## config.mk

```make
export PLATFORM = sky130hd
export DESIGN_NAME = booth_seq_ctrl
export DESIGN_NICKNAME = d
export VERILOG_FILES = /design/src/rtl/booth_seq_ctrl.sv
export SDC_FILE = /design/constraint.sdc
export NUM_CORES = 1
export LEC_CHECK = 0
export CORE_MARGIN = 8
export CORE_UTILIZATION = 43
export CTS_CLUSTER_SIZE = 28
export DETAILED_ROUTE_END_ITERATION = 7
export PLACE_DENSITY = 0.81
export SLEW_MARGIN = 20
export SYNTH_ARGS = -nofsm -noshare
export SYNTH_HDL_FRONTEND = slang
export SYNTH_SLANG_ARGS = --single-unit
```

## constraint.sdc

```tcl
create_clock -name clk -period 1.66 [get_ports clk]
set_input_delay 0.332 -clock clk [delete_from_list [all_inputs] [get_ports clk]]
set_output_delay 0.332 -clock clk [all_outputs]
set_load 0.05 [all_outputs]
```

## src/rtl/booth_seq_ctrl.sv

```systemverilog
// Sequencer and two-port round-robin arbiter for the 8-bit Booth multiplier
// datapath. It accepts signed 8x8 requests, steps the datapath through
// INITIALIZE / LOAD_Q / LOAD_M / RUN / STORE_A / STORE_Q, and returns a tagged
// 16-bit {A,Q} product per request.
module booth_seq_ctrl #(
    parameter int RUN_CYCLES = 8
) (
    input  logic        clk,
    input  logic        rst,
    input  logic        req0_valid,
    output logic        req0_ready,
    input  logic [7:0]  req0_q,
    input  logic [7:0]  req0_m,
    input  logic        req1_valid,
    output logic        req1_ready,
    input  logic [7:0]  req1_q,
    input  logic [7:0]  req1_m,
    output logic        rsp_valid,
    input  logic        rsp_ready,
    output logic        rsp_id,
    output logic [15:0] rsp_product,
    output logic [2:0]  dp_enable,
    output logic [7:0]  dp_inbus,
    input  logic [7:0]  dp_outbus,
    output logic        busy
);

    localparam int CW = (RUN_CYCLES > 1) ? $clog2(RUN_CYCLES) : 1;
    localparam logic [CW-1:0] RUN_LAST = CW'(RUN_CYCLES - 1);

    // Datapath command codes
    localparam logic [2:0] EN_NOP  = 3'b000;
    localparam logic [2:0] EN_INIT = 3'b001;
    localparam logic [2:0] EN_LDQ  = 3'b010;
    localparam logic [2:0] EN_LDM  = 3'b011;
    localparam logic [2:0] EN_RUN  = 3'b100;
    localparam logic [2:0] EN_STA  = 3'b101;
    localparam logic [2:0] EN_STQ  = 3'b110;

    typedef enum logic [2:0] {
        ST_IDLE,
        ST_INIT,
        ST_LDQ,
        ST_LDM,
        ST_RUN,
        ST_STA,
        ST_STQ,
        ST_RESP
    } state_t;

    state_t          state_reg;
    logic            last_grant_reg;
    logic            id_reg;
    logic [7:0]      q_reg;
    logic [7:0]      m_reg;
    logic [15:0]     product_reg;
    logic [CW-1:0]   run_cnt_reg;

    logic [1:0]      req_valid;
    logic [1:0]      req_ready;
    logic [7:0]      req_q [2];
    logic [7:0]      req_m [2];
    logic            grant_any;
    logic            grant_id;
    logic            accept;

    assign req_valid = {req1_valid, req0_valid};
    assign req_q[0]  = req0_q;
    assign req_q[1]  = req1_q;
    assign req_m[0]  = req0_m;
    assign req_m[1]  = req1_m;

    // Round-robin pick: a lone requester wins; on a tie the one not granted last wins
    always_comb begin
        grant_any = req0_valid | req1_valid;
        grant_id  = 1'b0;
        if (req0_valid && req1_valid) begin
            grant_id = ~last_grant_reg;
        end else begin
            grant_id = req1_valid;
        end
    end

    // Ready only in IDLE, out of reset, and only for the selected requester
    genvar gi;
    generate
        for (gi = 0; gi < 2; gi++) begin : g_ready
            assign req_ready[gi] = (state_reg == ST_IDLE) && !rst && grant_any &&
                                   req_valid[gi] && (grant_id == 1'(gi));
        end
    endgenerate

    assign req0_ready = req_ready[0];
    assign req1_ready = req_ready[1];
    assign accept     = |req_ready;

    // Sequencer: operand latch, run counter, product capture and response hold
    always_ff @(posedge clk) begin
        if (rst) begin
            state_reg      <= ST_IDLE;
            last_grant_reg <= 1'b1;
            id_reg         <= 1'b0;
            q_reg          <= 8'h00;
            m_reg          <= 8'h00;
            product_reg    <= 16'h0000;
            run_cnt_reg    <= '0;
        end else begin
            case (state_reg)
                ST_IDLE: begin
                    if (accept) begin
                        q_reg          <= req_q[grant_id];
                        m_reg          <= req_m[grant_id];
                        id_reg         <= grant_id;
                        last_grant_reg <= grant_id;
                        state_reg      <= ST_INIT;
                    end
                end
                ST_INIT: state_reg <= ST_LDQ;
                ST_LDQ:  state_reg <= ST_LDM;
                ST_LDM: begin
                    run_cnt_reg <= '0;
                    state_reg   <= ST_RUN;
                end
                ST_RUN: begin
                    if (run_cnt_reg == RUN_LAST) begin
                        state_reg <= ST_STA;
                    end else begin
                        run_cnt_reg <= run_cnt_reg + 1'b1;
                    end
                end
                ST_STA: begin
                    product_reg[15:8] <= dp_outbus;
                    state_reg         <= ST_STQ;
                end
                ST_STQ: begin
                    product_reg[7:0] <= dp_outbus;
                    state_reg        <= ST_RESP;
                end
                ST_RESP: begin
                    if (rsp_ready) begin
                        state_reg <= ST_IDLE;
                    end
                end
                default: state_reg <= ST_IDLE;
            endcase
        end
    end

    // Datapath command and operand bus, decoded from the state register only
    always_comb begin
        dp_enable = EN_NOP;
        dp_inbus  = 8'h00;
        case (state_reg)
            ST_INIT: dp_enable = EN_INIT;
            ST_LDQ: begin
                dp_enable = EN_LDQ;
                dp_inbus  = q_reg;
            end
            ST_LDM: begin
                dp_enable = EN_LDM;
                dp_inbus  = m_reg;
            end
            ST_RUN:  dp_enable = EN_RUN;
            ST_STA:  dp_enable = EN_STA;
            ST_STQ:  dp_enable = EN_STQ;
            default: dp_enable = EN_NOP;
        endcase
    end

    assign rsp_valid   = (state_reg == ST_RESP);
    assign rsp_id      = id_reg;
    assign rsp_product = product_reg;
    assign busy        = (state_reg != ST_IDLE);

endmodule

```

Word-level counts from Yosys, hierarchy flattened
Index checks and enable logic that the tools add are counted.
{"block": "word_totals", "output_inout_bits": 32, "ramBits": 0, "rom_bits": 0, "latch_bits": 0, "regBits": 40, "n_memories": 0, "elab_cells": 56, "inputBits": 45}
{"block": "classes", "eq_ne": 12, "magnitude_cmp": 1, "n_mul": 0, "add_sub_neg": 1, "muxes": 15, "reduce_logical": 15, "n_shift": 0, "div_mod_pow": 0, "bitwise": 4}
{"op": "two-way mux 8 bit", "n": 6}
{"op": "one-hot mux 3 bit (8 select lines)", "n": 1}
{"op": "one-hot mux 3 bit (6 select lines)", "n": 1}
{"op": "one-hot mux 8 bit (2 select lines)", "n": 1}
{"op": "equality test 3 bit, second input constant", "n": 5}
{"op": "two-way mux 3 bit", "n": 4}
{"op": "logical AND 1 bit", "n": 7}
{"op": "equality test 3 x 2 -> 1 bit, second input constant", "n": 2}
{"op": "!= test 2 bit, second input constant", "n": 3}
{"op": "one-hot mux 3 bit (2 select lines)", "n": 1}
{"op": "AND reduction 2 bit", "n": 2}
{"op": "adder 3 x 1 -> 3 bit, second input constant", "n": 1}
{"op": "equality test 3 x 1 -> 1 bit, second input constant", "n": 1}
{"op": "zero test 3 bit", "n": 1}
{"op": "AND reduction 3 bit", "n": 1}
{"op": "nonzero test 3 bit", "n": 1}
{"op": "greater-or-equal comparator 2 bit, second input constant", "n": 1}
{"op": "!= test 2 x 1 -> 1 bit, second input constant", "n": 1}
{"op": "NOT 1 bit", "n": 2}
{"op": "NOT 1 -> 2 bit", "n": 1}
{"op": "nonzero test 2 bit", "n": 1}
{"op": "OR reduction 2 bit", "n": 1}
{"op": "zero test 1 bit", "n": 1}
{"op": "two-way mux 1 bit", "n": 1}
{"op": "bitwise OR 1 bit", "n": 1}

Logic depth before layout (Yosys ltp)
{"block": "depth", "word_depth": 8, "ltp_mapped": 6, "mapped_depth_nobuf": 5}

Worst setup path after synthesis
OpenSTA, ideal clock, no wires.
{"block": "synth_timing", "path_kind": "reg-to-output", "startpoint": "reg state_reg[1]", "endpoint": "out req0_ready", "arrival_time_ps": 2300, "required_ps": 1328, "stages_incl_launch_ff": 4, "n_path_buf": 0, "path_slack_ps": -972, "cell_sequence": "dfxtp_1 > nor3_2 > inv_2 > nor4_1"}
{"block": "synth_between", "elab_chain_len": 5}
{"item": "from (decl)", "line_no": "51", "text": "state_t state_reg;"}
{"item": "from (signal assigned)", "line_no": "100", "text": "state_reg <= ST_IDLE;"}
{"item": "from (signal assigned)", "line_no": "115", "text": "state_reg <= ST_INIT;"}
{"item": "from (signal assigned)", "line_no": "118", "text": "ST_INIT: state_reg <= ST_LDQ;"}
{"item": "zero test 3 bit", "line_no": "88", "text": "assign req_ready[gi] = (state_reg == ST_IDLE) && !rst && grant_any &&"}
{"item": "logical AND 1 bit (3 in a row)", "line_no": "88"}
{"item": "logical AND 1 bit", "line_no": "89", "text": "req_valid[gi] && (grant_id == 1'(gi));"}
{"item": "to (decl)", "line_no": "11", "text": "output logic req0_ready,"}
Every way passes these cells.

Worst setup path in the final report
{"block": "layout_timing", "startpoint": "reg state_reg[2]", "endpoint": "out dp_inbus[3]"}
{"block": "layout_between", "elab_chain_len": 2, "word_cells_on_any_way": 3, "cone_classes": "2 x eq/ne; 1 x mux"}
{"item": "equality test 3 x 2 -> 1 bit", "line_no": "153", "text": "case (state_reg)"}
{"item": "one-hot mux 8 bit (2 select lines) *", "line_no": "153"}
{"item": "to (decl)", "line_no": "23", "text": "output logic [7:0] dp_inbus,"}
Mark *: on every way between the ends. The rest lies on a longest branch, timed or not.

==> out/qor.yml <==
pwr-share-comb: 0.358
synthXorXnorAreaFrac: 0
slew_headroom: 0.747
seq_area_um2: 808
numCtsBuffers: 5
tightest_slew_ps: 379
wl_per_cell_um: 16.2
fin_util: 0.767
postSynth.asyncResetShare: 0
cts_buffer_depth: 2
post-route-period-util: 1.02
drive_gt1_frac: 0.330
powerDensity_mw_per_mm2: 943
synth_fa_ha_area_frac: 0.0128
synth_fp_nets: 246
violations: "setup timing"
holdPathStages: 2
worst-path-stages: 4
hold_viol: 0
finalSetupViolCount: 9
p_leak_nw: 1.44
fp.coreArea_mm2: 0.00438
ys_warn_count: 0
tns_ps: -219
yosys.area_share.simple: 0.171
nFillCells: 279
crit_family: "simple AND/OR/NAND/NOR gates"
synth-edff-count: 0
cp_num_buf_inv: 2
synth_area_leaders: "dfxtp_1 41%, mux2i_1 29%, nand2b_1 6.1%, nor2_1 5.6%, a21boi_0 1.5%"
dp_hpwl_um: 3840
grt_pass1_vias: 1810
pin_count: 77
cp-start-kind: "register"
portBuffers: 76
drt_iter0_markers: 102
crit_path_cell_trace: "buf_8, nand2b_4, nor2_4, buf_12"
num_rows: 24
hp-class: "reg -> reg"
synth.largest_area_cell: "dfxtp_1"
dp_cells: 328
synth.area.mux_share: 0.291
multi_input_area_mm2: 0.00126
largest_register_ffs: 16
ant_nets: 0
critPathMaxStageDelay_ps: 350
synth.top_cell.area_share: 0.408
synth_top_family_by_area: "multiplexers"
netlist_area_mm2: 0.00196
fmax_ghz: 0.588
cts_root_buffer: "clkbuf_8"
synth_top_flop_cell: "dfxtp_1"
endpoint_kind: "output port"
grt_overflow: 0
drcViolationCount: 0
cp_slowest_cell: "dfxtp_2"
fin_ws_ps: -41.3
rsz0062_at_grt: "true"
outcome: "complete, but fails checks"
synth_seq_cells: 40
grt_pass1_wl_um: 8710
reg2reg_depth: 5
cp.required_ps: 1330
syn_inst: 199
whs_ps: 480
globalplace.congestion: 0.708
grt_max_degree: 33
swShare: 0.308
power.total_mw: 3.17
drv_cap: 0
clock-sinks: 40
start_util: 0.447
crit_type: "reg -> out"
synth_area_per_cell_um2: 9.85
diodes: 0
ir_worst_vdd_v: 0.000532
clk_pin_slew_ps: 80
antenna_found_initial: 0
die_h_um: 83.5
instances_no_fill: 343
power.switching_mw: 0.977
crit_arrival_ps: 1370
cts_tree: "yes"
worstSkewPairLatency_ps: 290
p_seq_frac: 0.368
die_w_um: 83.5
cts.htree.levels: 2
drt_pass1_iterations: 4
final_common_cell: "mux2i_1"
layout_common_cells: "49 x mux2i_1, 41 x clkdlybuf4s50_1, 36 x dfxtp_1"
clkPwrFrac: 0.274
slew_violations: 0
synth_compound_area_frac: 0.0593
syn2layout_area_growth_pct: 71.4
dieArea_mm2: 0.00698
finClkSkew_ps: 3.43
ys_types: 32
grt_use_total: 0.148
routed_wl_um: 5550
fin_area_mm2: 0.00336
nets: 337
avgViaCountPerCell: 5.05
vias: 1731
p_int_mw: 2.19
dp_slack_ps: -398
seq_area_frac_synth: 0.408
crit_fanout: 15
place_area_mm2: 0.00293
fin_crit_ps: 1700
-- per-layer routing --
| layer | vias up | track usage | share of wire |
|---|---|---|---|
| li1 | 871 | - | - |
| met1 | 783 | 0.165 | 0.41 |
| met2 | 65 | 0.249 | 0.49 |
| met4 | 0 | 0.0424 | 0.016 |
| met3 | 12 | 0.0664 | 0.080 |
| met5 | - | 0 | 0 |
-- final timing paths --
| path | start | endpoint | slack, ps |
|---|---|---|---|
| worst max-delay path | state_reg[2] | dp_inbus[3] | -40 |
| worst min-delay path | rsp_id | rsp_id | 480 |
| worst max register to register | run_cnt_reg[0] | run_cnt_reg[0] | 0 |
| worst min register to register | rsp_id | rsp_id | 480 |
-- cell type report --
class,instances,share of cell area
Clock buffer,7,0.0287
Clock inverter,1,0.00894
Inverter,4,0.00447
Multi-Input combinational cell,140,0.376
Sequential cell,40,0.241
Tap cell,52,0.0194
Timing Repair Buffer,99,0.322
-- cells by family after synthesis --
logic type | Yosys count
compound gates | 17
fa+ha+maj | 2
simple gates | 64
flops | 40
buf+inv | 19
mux | 57
-- cells in the mapped netlist, types with 2 or more instances --
library cell / n
nor2_1: 29
dfxtp_1: 40
buf_6: 2
a211oi_1: 3
a21oi_1: 4
nor3_1: 3
mux2i_1: 57
a21boi_0: 4
nor3_2: 2
inv_1: 3
buf_2: 5
nand2b_1: 19
o21bai_1: 2
clkbuf_1: 5
nand3b_1: 2
nand2_1: 2
ha_1: 2
-- worst register-to-register path, cell delays in order, from the launching register on --
cell and delay [ps]:
dfxtp_1 350, ha_1 210, ha_1 220, or4b_1 540
mux2i_1 180, nor3_1 70
-- power by group through the flow --
| stage | Clock, mW | Combinational, mW | Sequential [mW] |
|---|---|---|---|
| finish | 0.868 | 1.13 | 1.17 |
| global route | 0.928 | 1.20 | 1.18 |
| CTS | 0.887 | 0.954 | 1.12 |
| detailed placement | 0 | 0.898 | 1.13 |
| global placement | 0 | 0.880 | 1.13 |
| floorplan | 0 | 0.527 | 1.14 |
-- timing repair --
| action | in CTS | in global routing |
|---|---|---|
| pin swaps | 2 | 11 |
| hold buffers | 0 | 0 |
| gates resized for setup | 14 | 44 |
| gates cloned | 0 | 2 |
| endpoints found under the setup margin | 28 | 16 |
| setup buffers | 3 | 3 |
No activity file was read; power rests on OpenSTA's default activity.
